--- src/rtl/grn_attractor_ctrl.sv ---
// Attractor search controller: sweeps a range of initial states over a Boolean network.
// It runs a slow and a fast copy until they meet on an even step count, or until MAX_STEPS.
module grn_attractor_ctrl #(
  parameter int N_NODES   = 8,
  parameter int CNT_W     = 16,
  parameter int MAX_STEPS = 1000
) (
  input  logic               clk,
  input  logic               rst,
  input  logic               start,
  input  logic [N_NODES-1:0] cfg_first,
  input  logic [N_NODES-1:0] cfg_last,
  output logic               reset_nos,
  output logic [N_NODES-1:0] init_state,
  output logic               start_s0,
  output logic               start_s1,
  input  logic [N_NODES-1:0] nodes_s0,
  input  logic [N_NODES-1:0] nodes_s1,
  output logic               res_valid,
  input  logic               res_ready,
  output logic [N_NODES-1:0] res_init,
  output logic [N_NODES-1:0] res_state,
  output logic [CNT_W-1:0]   res_steps,
  output logic               res_timeout,
  output logic               busy,
  output logic               done
);

  typedef enum logic [2:0] {
    S_IDLE   = 3'd0,
    S_LOAD   = 3'd1,
    S_RUN    = 3'd2,
    S_REPORT = 3'd3,
    S_NEXT   = 3'd4
  } state_e;

  localparam logic [CNT_W-1:0]   MAX_C  = CNT_W'(MAX_STEPS);
  localparam logic [CNT_W-1:0]   TWO_C  = CNT_W'(2);
  localparam logic [CNT_W-1:0]   ONE_C  = CNT_W'(1);
  localparam logic [CNT_W-1:0]   ZERO_C = {CNT_W{1'b0}};
  localparam logic [N_NODES-1:0] NODE_ONE  = N_NODES'(1);
  localparam logic [N_NODES-1:0] NODE_ZERO = {N_NODES{1'b0}};

  state_e             state_q, state_d;
  logic [N_NODES-1:0] cur_q, cur_d;
  logic [N_NODES-1:0] last_q, last_d;
  logic [CNT_W-1:0]   cnt_q, cnt_d;
  logic               reset_nos_q, reset_nos_d;
  logic [N_NODES-1:0] init_q, init_d;
  logic               res_valid_q, res_valid_d;
  logic [N_NODES-1:0] res_init_q, res_init_d;
  logic [N_NODES-1:0] res_state_q, res_state_d;
  logic [CNT_W-1:0]   res_steps_q, res_steps_d;
  logic               res_timeout_q, res_timeout_d;
  logic               busy_q, busy_d;
  logic               done_q, done_d;
  logic               meet_s, at_max_s, step_s;

  // The slow copy advances every second pulse, so a meeting is only meaningful on even counts.
  assign meet_s   = (nodes_s0 == nodes_s1) && !cnt_q[0] && (cnt_q >= TWO_C);
  assign at_max_s = (cnt_q >= MAX_C);
  assign step_s   = (state_q == S_RUN) && !meet_s && !at_max_s;

  assign start_s0    = step_s;
  assign start_s1    = step_s;
  assign reset_nos   = reset_nos_q;
  assign init_state  = init_q;
  assign res_valid   = res_valid_q;
  assign res_init    = res_init_q;
  assign res_state   = res_state_q;
  assign res_steps   = res_steps_q;
  assign res_timeout = res_timeout_q;
  assign busy        = busy_q;
  assign done        = done_q;

  // Next-state, sweep bookkeeping and next output values.
  always_comb begin
    state_d       = state_q;
    cur_d         = cur_q;
    last_d        = last_q;
    cnt_d         = cnt_q;
    res_init_d    = res_init_q;
    res_state_d   = res_state_q;
    res_steps_d   = res_steps_q;
    res_timeout_d = res_timeout_q;
    done_d        = 1'b0;
    case (state_q)
      S_IDLE: begin
        if (start) begin
          if (cfg_first > cfg_last) begin
            done_d = 1'b1;
          end else begin
            cur_d   = cfg_first;
            last_d  = cfg_last;
            state_d = S_LOAD;
          end
        end else begin
          state_d = S_IDLE;
        end
      end
      S_LOAD: begin
        cnt_d   = ZERO_C;
        state_d = S_RUN;
      end
      S_RUN: begin
        if (meet_s || at_max_s) begin
          res_init_d    = cur_q;
          res_state_d   = nodes_s1;
          res_steps_d   = meet_s ? cnt_q : MAX_C;
          res_timeout_d = !meet_s;
          state_d       = S_REPORT;
        end else begin
          cnt_d = cnt_q + ONE_C;
        end
      end
      S_REPORT: begin
        if (res_ready) begin
          state_d = S_NEXT;
        end else begin
          state_d = S_REPORT;
        end
      end
      S_NEXT: begin
        if (cur_q == last_q) begin
          done_d  = 1'b1;
          state_d = S_IDLE;
        end else begin
          cur_d   = cur_q + NODE_ONE;
          state_d = S_LOAD;
        end
      end
      default: begin
        state_d = S_IDLE;
      end
    endcase
    reset_nos_d = (state_d == S_LOAD);
    init_d      = (state_d == S_LOAD) ? cur_d : NODE_ZERO;
    res_valid_d = (state_d == S_REPORT);
    busy_d      = (state_d != S_IDLE);
  end

  // State and registered outputs.
  always_ff @(posedge clk or posedge rst) begin
    if (rst) begin
      state_q       <= S_IDLE;
      cur_q         <= NODE_ZERO;
      last_q        <= NODE_ZERO;
      cnt_q         <= ZERO_C;
      reset_nos_q   <= 1'b0;
      init_q        <= NODE_ZERO;
      res_valid_q   <= 1'b0;
      res_init_q    <= NODE_ZERO;
      res_state_q   <= NODE_ZERO;
      res_steps_q   <= ZERO_C;
      res_timeout_q <= 1'b0;
      busy_q        <= 1'b0;
      done_q        <= 1'b0;
    end else begin
      state_q       <= state_d;
      cur_q         <= cur_d;
      last_q        <= last_d;
      cnt_q         <= cnt_d;
      reset_nos_q   <= reset_nos_d;
      init_q        <= init_d;
      res_valid_q   <= res_valid_d;
      res_init_q    <= res_init_d;
      res_state_q   <= res_state_d;
      res_steps_q   <= res_steps_d;
      res_timeout_q <= res_timeout_d;
      busy_q        <= busy_d;
      done_q        <= done_d;
    end
  end

endmodule

--- config.mk ---
export PLATFORM = sky130hd
export DESIGN_NAME = grn_attractor_ctrl
export DESIGN_NICKNAME = d
export VERILOG_FILES = /design/src/rtl/grn_attractor_ctrl.sv
export SDC_FILE = /design/constraint.sdc
export NUM_CORES = 1
export LEC_CHECK = 0
export CORE_MARGIN = 4
export CORE_UTILIZATION = 55
export CTS_CLUSTER_DIAMETER = 120
export CTS_CLUSTER_SIZE = 16
export DETAILED_ROUTE_END_ITERATION = 6
export GPL_TIMING_DRIVEN = 0
export PLACE_DENSITY_LB_ADDON = 0.05
export SYNTH_ARGS = -nofsm -noshare
export SYNTH_HDL_FRONTEND = slang
export SYNTH_SLANG_ARGS = --single-unit
--- constraint.sdc ---
create_clock -name clk -period 5.9 [get_ports clk]
set_input_delay 0.59 -clock clk [delete_from_list [all_inputs] [get_ports clk]]
set_output_delay 0.59 -clock clk [all_outputs]
set_load 0.01 [all_outputs]
==> reports/results.ini, run 1 <==
[outcome]
outcome=finished clean

[clock_tree]
cts_buffers=9
clock_slew_seen_by_the_registers_of_the_worst_setup_and_hold_paths_ps=80
cts.sinks=80
clk-insertion-delay-late_ps=360
cts_post_setup_buffers_inserted=0
cts_tree=yes
cts-resized-gates=0
cts-root-buf=sky130_fd_sc_hd__clkbuf_8
cts.htree.levels=3
hold_buffers_post_cts=0
clock_path_buffers=2

[setup_path]
path_max_fanout=10
crit_type=input pin to primary output
worst-r2r-setup-slack_ps=3520
r2r.worst_path.cells=9
cp_data_required_time_ps=5310
critical-path-max-stage-delay_ps=470
rr_startpoint=cnt_q[0]
crit_path_top_delay_cell=sky130_fd_sc_hd__clkdlybuf4s50_1
most_common_cell_type_on_the_critical_path=sky130_fd_sc_hd__clkdlybuf4s50_1
crit_path_cell_trace=clkdlybuf4s50_1, xor2_1, nor3_1, nand4_2, o21ai_4, buf_2, inv_1, buf_4, clkdlybuf4s50_1
worst_setup_path_end_kind=primary output
worstSetupStartpointType=input pin
worstPathArrival_ps=3020
timing.rr.end=res_state[1]

[timing]
worstMarginPinSlew_ps=653
final_min_period_over_clock_period_pct=61.3
relSlewSlack_pct=56.4
hold_violations=0
fin_setup_tns_ps=0
max_freq_mhz=277
final.min_clock_period_ps=3610
finClkSkew_ps=4.44
maxSlewViolCount=0
unrepaired_setup_endpoints_after_global_routing=false
final.setup.worst_slack_ps=2290
setup-violations-final=0

[synthesis]
synth-edff-count=0
yosysTopAreaCell=sky130_fd_sc_hd__dfrtp_1
syn_area_um2=3900
syn_avg_cell_area_um2=11.2
syn_inst=347
yosysMostFrequentCell=sky130_fd_sc_hd__dfrtp_1
synth_nets=394
post_synth_num_cell_types=68
synth.yosys.seq_area_share_pct=51.4
synth_seq_cells=80
synth_area_leaders=sky130_fd_sc_hd__dfrtp_1, sky130_fd_sc_hd__ha_1, sky130_fd_sc_hd__mux2_4
yosys_warnings=0
most_frequently_used_flop_master_after_synthesis=sky130_fd_sc_hd__dfrtp_1
synth_top_area_share_pct=51.4
yosys-top-cells-count=sky130_fd_sc_hd__dfrtp_1, sky130_fd_sc_hd__nand2_1, sky130_fd_sc_hd__inv_1
synthArstFlopShare_pct=100

[finish]
multi_input_area_um2=1760
filler_cell_count_in_the_final_layout=502
syn_to_final_growth_pct=29.1
finish.instance_area_um2=5030
layout-drive-gt1-share_pct=13.0
layout.area.seq_um2=2000
design.final.nets=488
antenna_cells=0

[die]
floorplan.io_pins=83
dieArea_um2=8500
fp.coreArea_um2=6830
dieWidth_um=92.2
std_cell_rows=30
die_h_um=92.2
floorplan.initialDensity_pct=57.1

[pwr]
clock_power_share_pct=19.9
combPwrFrac_pct=37.1
internal-power_mw=1.13
netSwitchingPower_mw=0.638
power_leakage_nw=2.32
irDropWorstVdd_v=0.000233
power_density_over_the_cells_nw_per_um2=352
seqPwrFrac_pct=42.9
switching_share_pct=36.0

[placement]
dp_hpwl_mm=6.93
place_area_um2=4870
io_buffer_count=82
placement.setup.worst_slack_ps=2300
place.gp.congestion=0.871

[hold_path]
worst_hold_startpoint=res_steps[0]
hp-class=flop to flop
timing.hold.worst_endpoint=res_steps[0]
worst_hold_path.num_cells=1

[routing]
routedWlPerCell_um=16.8
detail_route.wirelength_mm=9.12
antenna_violating_nets_post_route=0
vias_per_cell=5.66
detail_route.drc_violations=0
via_count=3066
first_drt_pass_iteration_count=4
initialDrtViolationCount=140

[global_route]
initial_antenna_violation_count=0
vias_in_the_first_global_route=3145
grt_start_max_net_pins=48
global_route.usage.total_pct=23.0
grt-ovfl-total=0
grt_pass1_wl_mm=15.3

[job]
drv.max_cap_violation_count=0

-- worst max-delay path by stage --
stage,from,endpoint,slack [ps]
after floorplan,rst,busy,3260
after global placement,rst,last_q[1],2030
after detailed placement,nodes_s1[4],start_s1,2300
after CTS,nodes_s1[4],start_s1,2300
after global routing,nodes_s1[3],start_s1,2170
final,nodes_s1[4],start_s1,2290
-- state kept, by name, indices dropped and copies added (netlist names), 3 cells and up --
register and flops:
cnt_q 16, res_steps 16, res_state 8, init_state 8, cur_q 8, state_q 3, last_q 8, res_init 8
-- routing by layer --
| layer | vias up | share of wire (%) | GRT usage, % |
|---|---|---|---|
| li1 | 1457 | - | - |
| met5 | - | 0 | 0 |
| met2 | 81 | 53 | 40.3 |
| met3 | 15 | 4.2 | 3.86 |
| met1 | 1513 | 41 | 28.0 |
| met4 | 0 | 1.7 | 9.78 |
-- cell type report --
cell class                 instances  share of cell area [%]
tap                               96                    2.39
sequential                        80                    39.8
clock buffer                      11                    2.61
inverter                          17                    1.32
multi-input combinational        235                    34.9
timing repair buffer              83                    16.9
buffer                            15                    1.52
clock inverter                     5                   0.671
-- power groups by stage --
stage / Sequential, mW / Combinational [mW] / Clock (mW)
2_1_floorplan: 0.764 / 0.409 / 0
3_3_place_gp: 0.764 / 0.632 / 0
3_5_place_dp: 0.771 / 0.654 / 0
4_1_cts: 0.760 / 0.657 / 0.357
5_1_grt: 0.781 / 0.723 / 0.382
6_report: 0.760 / 0.657 / 0.353
-- logic make-up (layout without fill, tap and decap cells) --
logic type,Yosys count,in the layout,share of synthesized area (%)
AOI/OAI and AO/OA,80,80,15.2
DFF,80,80,51.4
muxes,18,18,6.07
buffers and inverters,32,131,3.60
adders and majority gates,11,11,3.53
and+or+nand+nor,110,110,16.6
xor gates and xnor gates,16,16,3.60
-- through the flow --
| step | hold WS (ps) | cells | util, % | power, mW |
|---|---|---|---|---|
| 2_1_floorplan | 467 | 347 | - | 1.17 |
| 3_3_place_gp | 470 | 525 | 70.8 | 1.40 |
| 3_5_place_dp | 475 | 526 | 71.3 | 1.43 |
| 4_1_cts | 499 | 542 | 73.7 | 1.77 |
| 5_1_grt | 515 | 542 | 73.7 | 1.89 |
| 6_report | 500 | 542 | 73.7 | 1.77 |
-- layout by cell type, fill, tap and decap left out, types with 10 or more instances in the layout --
master                            instances
sky130_fd_sc_hd__nor2_1                  12
sky130_fd_sc_hd__clkbuf_1                10
sky130_fd_sc_hd__a22o_1                  11
sky130_fd_sc_hd__dfrtp_1                 80
sky130_fd_sc_hd__o21ai_0                 13
sky130_fd_sc_hd__and2_1                  10
sky130_fd_sc_hd__clkdlybuf4s50_1         82
sky130_fd_sc_hd__a21oi_1                 12
sky130_fd_sc_hd__inv_1                   16
sky130_fd_sc_hd__ha_1                    11
sky130_fd_sc_hd__nand2_1                 23
-- worst max-delay path, delay by kind of cell --
kind	cells	cell delay [ps]
AND/OR/NAND/NOR	2	550
XOR/XNOR	1	170
AO/OA/AOI/OAI	1	290
buffers and inverters	5	1410
Note: power is estimated with default switching activity, not from simulation.
==> run 2: changes to the inputs <==
--- a/config.mk
+++ b/config.mk
@@ -6,7 +6,7 @@
 export NUM_CORES = 1
 export LEC_CHECK = 0
 export CORE_MARGIN = 4
-export CORE_UTILIZATION = 55
+export CORE_UTILIZATION = 46
 export CTS_CLUSTER_DIAMETER = 120
 export CTS_CLUSTER_SIZE = 16
 export DETAILED_ROUTE_END_ITERATION = 6
==> constraint.sdc (replaced) <==
create_clock -name clk -period 3.1 [get_ports clk]
set_input_delay 0.31 -clock clk [delete_from_list [all_inputs] [get_ports clk]]
set_output_delay 0.31 -clock clk [all_outputs]
set_load 0.01 [all_outputs]
==> run 2 against run 1 <==
  * Non-clock buffer count increased by 3
  * Die area grew 18%
  * Via count rose by 0.23%
  * Sequential share of layout area fell by 0.81 points
  * Combinational power up 95%
  * Final area is 2.1% higher
  * Wire length is 0.86% higher
  * Global-route usage is 3.8 points lower
  * Register-to-register slack worse by 2700 ps
  * Clock power is 150% higher
==> reports/results.ini, run 2 (synthesized netlist as in run 1, its figures left out) <==
[outcome]
outcome=finished clean

[die]
floorplan.io_pins=83  ; unchanged
fp.coreArea_um2=8220  ; +20%
die_h_um=100  ; +8.5%
dieWidth_um=100  ; +8.5%
dieArea_um2=10000  ; +18%
floorplan.initialDensity_pct=47.4  ; -9.6 points
std_cell_rows=33  ; +10%

[routing]
antenna_violating_nets_post_route=0  ; unchanged
initialDrtViolationCount=284  ; +100%
via_count=3073  ; +0.23%
detail_route.drc_violations=0  ; unchanged
detail_route.wirelength_mm=9.20  ; +0.86%
first_drt_pass_iteration_count=4  ; unchanged
vias_per_cell=5.55  ; -1.9%
routedWlPerCell_um=16.6  ; -1.3%

[timing]
final.setup.worst_slack_ps=165  ; -2120 ps
finClkSkew_ps=15.3  ; +10.8 ps
unrepaired_setup_endpoints_after_global_routing=false
relSlewSlack_pct=45.5  ; -11 points
worstMarginPinSlew_ps=816  ; +163 ps
hold_violations=0  ; unchanged
hold_ws_ps=272  ; -228 ps
final_min_period_over_clock_period_pct=94.7
setup-violations-final=0  ; unchanged
fin_setup_tns_ps=0  ; unchanged
max_freq_mhz=341
maxSlewViolCount=0  ; unchanged
final.min_clock_period_ps=2940

[setup_path]
crit_path_cell_trace=clkdlybuf4s50_1, xor2_1, nor3_1, nand4_2, o21ai_4, inv_1, buf_4, clkdlybuf4s50_1
cp_data_required_time_ps=2790  ; -2520 ps
path_max_fanout=14  ; +4
critical-path-max-stage-delay_ps=470  ; about the same
crit_path_top_delay_cell=sky130_fd_sc_hd__clkdlybuf4s50_1
most_common_cell_type_on_the_critical_path=sky130_fd_sc_hd__clkdlybuf4s50_1
worst_setup_path_end_kind=primary output
crit_type=input pin to primary output
worstSetupStartpointType=input pin
critical_path_buffers_and_inverters=4  ; -1
rr_startpoint=cnt_q[0]
worstPathArrival_ps=2630  ; -390 ps
timing.critical_path.max_delay_family=buffers and inverters
setup.worst_path.start=nodes_s1[4]

[clock_tree]
clock_slew_seen_by_the_registers_of_the_worst_setup_and_hold_paths_ps=80  ; about the same
cts_buffers=9  ; unchanged
cts_tree=yes
hold_buffers_post_cts=0  ; unchanged
cts.htree.levels=3  ; unchanged
clk-insertion-delay-late_ps=350  ; about the same
cts.sinks=80  ; unchanged
cts-root-buf=sky130_fd_sc_hd__clkbuf_8
clock_path_buffers=2  ; unchanged

[placement]
placement.setup.worst_slack_ps=24.8  ; -2280 ps
place.gp.congestion=0.870  ; -0.16%
io_buffer_count=82  ; unchanged
dp_hpwl_mm=6.71  ; -3.2%
place_area_um2=4880  ; +0.23%
post-place-cells=535  ; +1.7%

[pwr]
clock_power_share_pct=24.0  ; +4.1 points
combPwrFrac_pct=35.7  ; -1.4 points
netSwitchingPower_mw=1.22  ; +91%
internal-power_mw=2.38  ; +110%
power_leakage_nw=2.37  ; +2.2%
irDropWorstVdd_v=0.000351  ; +51%
seqPwrFrac_pct=40.3  ; -2.6 points
switching_share_pct=33.8  ; -2.2 points
power_density_over_the_cells_nw_per_um2=700  ; +99%

[global_route]
vias_in_the_first_global_route=3006  ; -4.4%
grt-ovfl-total=0  ; unchanged
initial_antenna_violation_count=0  ; unchanged
grt_start_max_net_pins=61  ; +27%
global_route.usage.total_pct=19.3  ; -3.8 points
grt_pass1_wl_mm=15.2  ; -0.81%

[finish]
multi_input_area_um2=1760  ; +0.36%
layout.area.seq_um2=2000  ; unchanged
commonest_cells_after_routing_fill_and_taps_aside=sky130_fd_sc_hd__clkdlybuf4s50_1, sky130_fd_sc_hd__dfrtp_1, sky130_fd_sc_hd__nand2_1
layout_commonest_cell=sky130_fd_sc_hd__clkdlybuf4s50_1
finish.instance_area_um2=5140  ; +2.1%
filler_cell_count_in_the_final_layout=706  ; +41%
design.final.nets=491  ; +0.61%
antenna_cells=0  ; unchanged
layout-drive-gt1-share_pct=14.3  ; +1.2 points
syn_to_final_growth_pct=31.8
fin_cells=554  ; +2.2%

[hold_path]
hp-class=input pin to async pin

[job]
drv.max_cap_violation_count=0  ; unchanged

==> run 2: cell count changes in the layout (fill, tap and decap cells not counted), sizes merged <==
cell / previous run / this run
buf: 8 / 11
bufinv: 0 / 2
clkbuf: 19 / 18
clkinv: 3 / 2
clkinvlp: 2 / 1
inv: 17 / 18
==> run 2: worst paths after layout <==
path | endpoint | slack [ps] | depth (start not counted)
max | start_s1 | 160 | 8
max reg2reg | res_state[3] | 780 | 9
max in group asynchronous | cnt_q[1] | 2270 | 3
min in group clk | res_steps[0] | 500 | 1
min | init_state[7] | 270 | 2
min reg2reg | res_steps[0] | 500 | 1
==> run 2: repair_timing <==
action | CTS | global route
gates resized for setup | 1 | 0
endpoints found under the hold margin | 0 | 0
pin swaps | 0 | 3
buffers inserted | 0 | 4
endpoints found under the setup margin | 1 | 2
==> run 2: power groups by stage <==
stage | Sequential, mW | Combinational, mW | Clock [mW]
final | 1.45 | 1.28 | 0.865
after global routing | 1.49 | 1.41 | 0.939
after CTS | 1.45 | 1.24 | 0.888
after detailed placement | 1.47 | 1.23 | 0
after global placement | 1.46 | 1.21 | 0
after floorplan | 1.45 | 0.779 | 0
==> run 2: final cells by class <==
| type | count | share of cell area [%] |
|---|---|---|
| clock inverter | 6 | 1.75 |
| multi-input combinational | 235 | 34.3 |
| inverter | 17 | 1.29 |
| timing repair buffer | 87 | 17.1 |
| tap | 105 | 2.56 |
| sequential | 80 | 39.0 |
| buffer | 14 | 1.39 |
| clock buffer | 10 | 2.68 |
==> run 2: through the flow <==
step	utilization [%]	total power, mW
5_1_grt	62.5	3.84
2_1_floorplan	-	2.23
4_1_cts	62.2	3.58
3_5_place_dp	59.4	2.70
3_3_place_gp	59.0	2.67
6_report	62.5	3.60
==> run 2: routing by layer <==
metal | global-route usage [%] | wire, um | vias to the layer above
met1 | 29.4 | 4530 | 1500
met3 | 4.66 | 677 | 9
met2 | 26.8 | 3880 | 104
met4 | 6.42 | 107 | 0
met5 | 0 | 0 | -
li1 | - | - | 1460
==> run 3: changes to the inputs <==
--- a/config.mk
+++ b/config.mk
@@ -6,11 +6,14 @@
 export NUM_CORES = 1
 export LEC_CHECK = 0
 export CORE_MARGIN = 4
-export CORE_UTILIZATION = 46
+export CORE_UTILIZATION = 57
 export CTS_CLUSTER_DIAMETER = 120
 export CTS_CLUSTER_SIZE = 16
 export DETAILED_ROUTE_END_ITERATION = 6
+export DONT_BUFFER_PORTS = 1
 export GPL_TIMING_DRIVEN = 0
+export HOLD_SLACK_MARGIN = 0.08
+export MAX_ROUTING_LAYER = met4
 export PLACE_DENSITY_LB_ADDON = 0.05
 export SYNTH_ARGS = -nofsm -noshare
 export SYNTH_HDL_FRONTEND = slang
==> run 3 against run 2 <==
  * Wire length decreased by 7.0%
  * Via count fell by 8.9%
  * Hold slack lost 180 ps
  * Critical path depth rose by 1
  * Utilization is 4.4 points higher
  * Clock-buffer cell count is 1 higher
  * Total power down 8.5%
  * Fmax grew 10%
  * Sequential cell count stayed put
  * Clock skew shrank 6.4 ps
  * Die area fell by 18%
  * Sequential power up 3%
==> reports/results.ini, run 3 (synthesized netlist as in run 1, its figures left out) <==
[outcome]
outcome=finished clean

[global_route]
global_route.usage.total_pct=22.2  ; +2.9 points
vias_in_the_first_global_route=2741  ; -8.8%
grt_pass1_wl_mm=14.0  ; -8.0%
grt-ovfl-total=0  ; unchanged
grt_start_max_net_pins=46  ; -25%
initial_antenna_violation_count=0  ; unchanged

[timing]
final_min_period_over_clock_period_pct=85.8  ; -8.9 points
maxSlewViolCount=0  ; unchanged
final.setup.worst_slack_ps=441  ; +276 ps
final.min_clock_period_ps=2660  ; -276 ps
unrepaired_setup_endpoints_after_global_routing=false
setup-violations-final=0  ; unchanged
relSlewSlack_pct=49.4  ; +3.9 points
worstMarginPinSlew_ps=757  ; -58.4 ps
max_freq_mhz=376  ; +10%
fin_setup_tns_ps=0  ; unchanged
finClkSkew_ps=8.88  ; -6.38 ps
hold_violations=0  ; unchanged

[finish]
filler_cell_count_in_the_final_layout=496  ; -30%
antenna_cells=0  ; unchanged
design.final.nets=417  ; -15%
commonest_cells_after_routing_fill_and_taps_aside=sky130_fd_sc_hd__dfrtp_1, sky130_fd_sc_hd__nand2_1, sky130_fd_sc_hd__inv_1
syn_to_final_growth_pct=11.6
layout_commonest_cell=sky130_fd_sc_hd__dfrtp_1
layout-drive-gt1-share_pct=16.0  ; +1.7 points

[clock_tree]
cts.sinks=80  ; unchanged
hold_buffers_post_cts=3  ; +3
cts-root-buf=sky130_fd_sc_hd__clkbuf_8
cts_post_setup_buffers_inserted=0  ; unchanged
cts_buffers=9  ; unchanged
clock_path_buffers=2  ; unchanged
clock_slew_seen_by_the_registers_of_the_worst_setup_and_hold_paths_ps=80  ; about the same
clk-insertion-delay-late_ps=360  ; about the same
cts_tree=yes
cts-resized-gates=0  ; -1
cts.htree.levels=3  ; unchanged

[die]
dieArea_um2=8220  ; -18%
dieWidth_um=90.7  ; -9.4%
std_cell_rows=29  ; -12%
floorplan.initialDensity_pct=60.0  ; +13 points
floorplan.io_pins=83  ; unchanged
die_h_um=90.7  ; -9.4%
fp.coreArea_um2=6490  ; -21%

[placement]
io_buffer_count=0  ; -100%
dp_hpwl_mm=6.20  ; -7.6%
placement.setup.worst_slack_ps=489  ; +465 ps
place.gp.congestion=0.834  ; -4.1%

[pwr]
total_power_mw=3.29  ; -8.5%
power_leakage_nw=2.10  ; -12%
irDropWorstVdd_v=0.000335  ; -4.6%
power_density_over_the_cells_nw_per_um2=757  ; +8.1%

[routing]
detail_route.drc_violations=0  ; unchanged
via_count=2801  ; -8.9%
first_drt_pass_iteration_count=4  ; unchanged
initialDrtViolationCount=141  ; -50%
vias_per_cell=6.20  ; +12%
detail_route.wirelength_mm=8.56  ; -7.0%
routedWlPerCell_um=18.9  ; +14%
antenna_violating_nets_post_route=0  ; unchanged

[setup_path]
path_max_fanout=10  ; -4
cp_data_required_time_ps=2790  ; about the same
crit_type=flop to primary output
worst_setup_path_end_kind=primary output
worstPathArrival_ps=2350  ; -280 ps
worstSetupStartpointType=flop

[job]
drv.max_cap_violation_count=0  ; unchanged

[hold_path]
hp-class=input pin to flop

[run 3: final timing paths]
| check | from | end | slack, ps | cells after the start |
|---|---|---|---|---|
| min | cfg_first[3] | init_state[3] | 90 | 1 |
| max reg2reg | cnt_q[0] | res_init[1] | 710 | 9 |
| min reg2reg | last_q[5] | last_q[5] | 510 | 2 |
| max | cnt_q[0] | start_s1 | 440 | 9 |
| max in group asynchronous | rst | cur_q[1] | 2080 | 3 |
| min in group asynchronous | rst | res_timeout | 440 | 2 |
[run 3: area by class of cell]
| cell class | count | area (um2) | area share, % |
|---|---|---|---|
| Buffer | 15 | 76.3 | 1.75 |
| Clock buffer | 11 | 151 | 3.48 |
| Clock inverter | 5 | 63.8 | 1.47 |
| Inverter | 17 | 66.3 | 1.52 |
| Multi-Input combinational cell | 235 | 1760 | 40.4 |
| Sequential cell | 80 | 2000 | 46.0 |
| Tap cell | 77 | 96.3 | 2.22 |
| Timing Repair Buffer | 12 | 138 | 3.16 |
[run 3: critical path, stage by stage (launching register included)]
cell,delay (ps)
sky130_fd_sc_hd__dfrtp_1,410
sky130_fd_sc_hd__inv_1,110
sky130_fd_sc_hd__ha_1,210
sky130_fd_sc_hd__nor4_1,270
sky130_fd_sc_hd__nand4_1,180
sky130_fd_sc_hd__nor2_4,200
sky130_fd_sc_hd__o21ai_4,120
sky130_fd_sc_hd__buf_2,200
sky130_fd_sc_hd__inv_1,160
sky130_fd_sc_hd__buf_4,150
[run 3: metal layers]
| metal | global-route usage [%] | vias up | wire [um] |
|---|---|---|---|
| met1 | 25.8 | 1385 | 3550 |
| met4 | 7.78 | 0 | 165 |
| met5 | - | - | 0 |
| li1 | - | 1317 | - |
| met3 | 6.92 | 18 | 412 |
| met2 | 36.3 | 81 | 4430 |
[run 3: stage by stage]
step,instance area (um2),hold WS (ps),cells,utilization [%]
after CTS,4270,87.5,444,65.7
after floorplan,3900,415,347,-
final,4350,94.7,452,67.0
after detailed placement,4020,232,425,62.0
after global routing,4350,84.7,452,67.0
after global placement,3990,431,424,61.5
[run 3: where the power goes]
part	total [mW]	switching (mW)	internal (mW)	leakage, nW
logic	0.971	0.541	0.430	0.919
clock network	0.822	0.401	0.422	0.106
registers	1.50	0.245	1.25	1.07
total	3.29	1.19	2.11	2.10
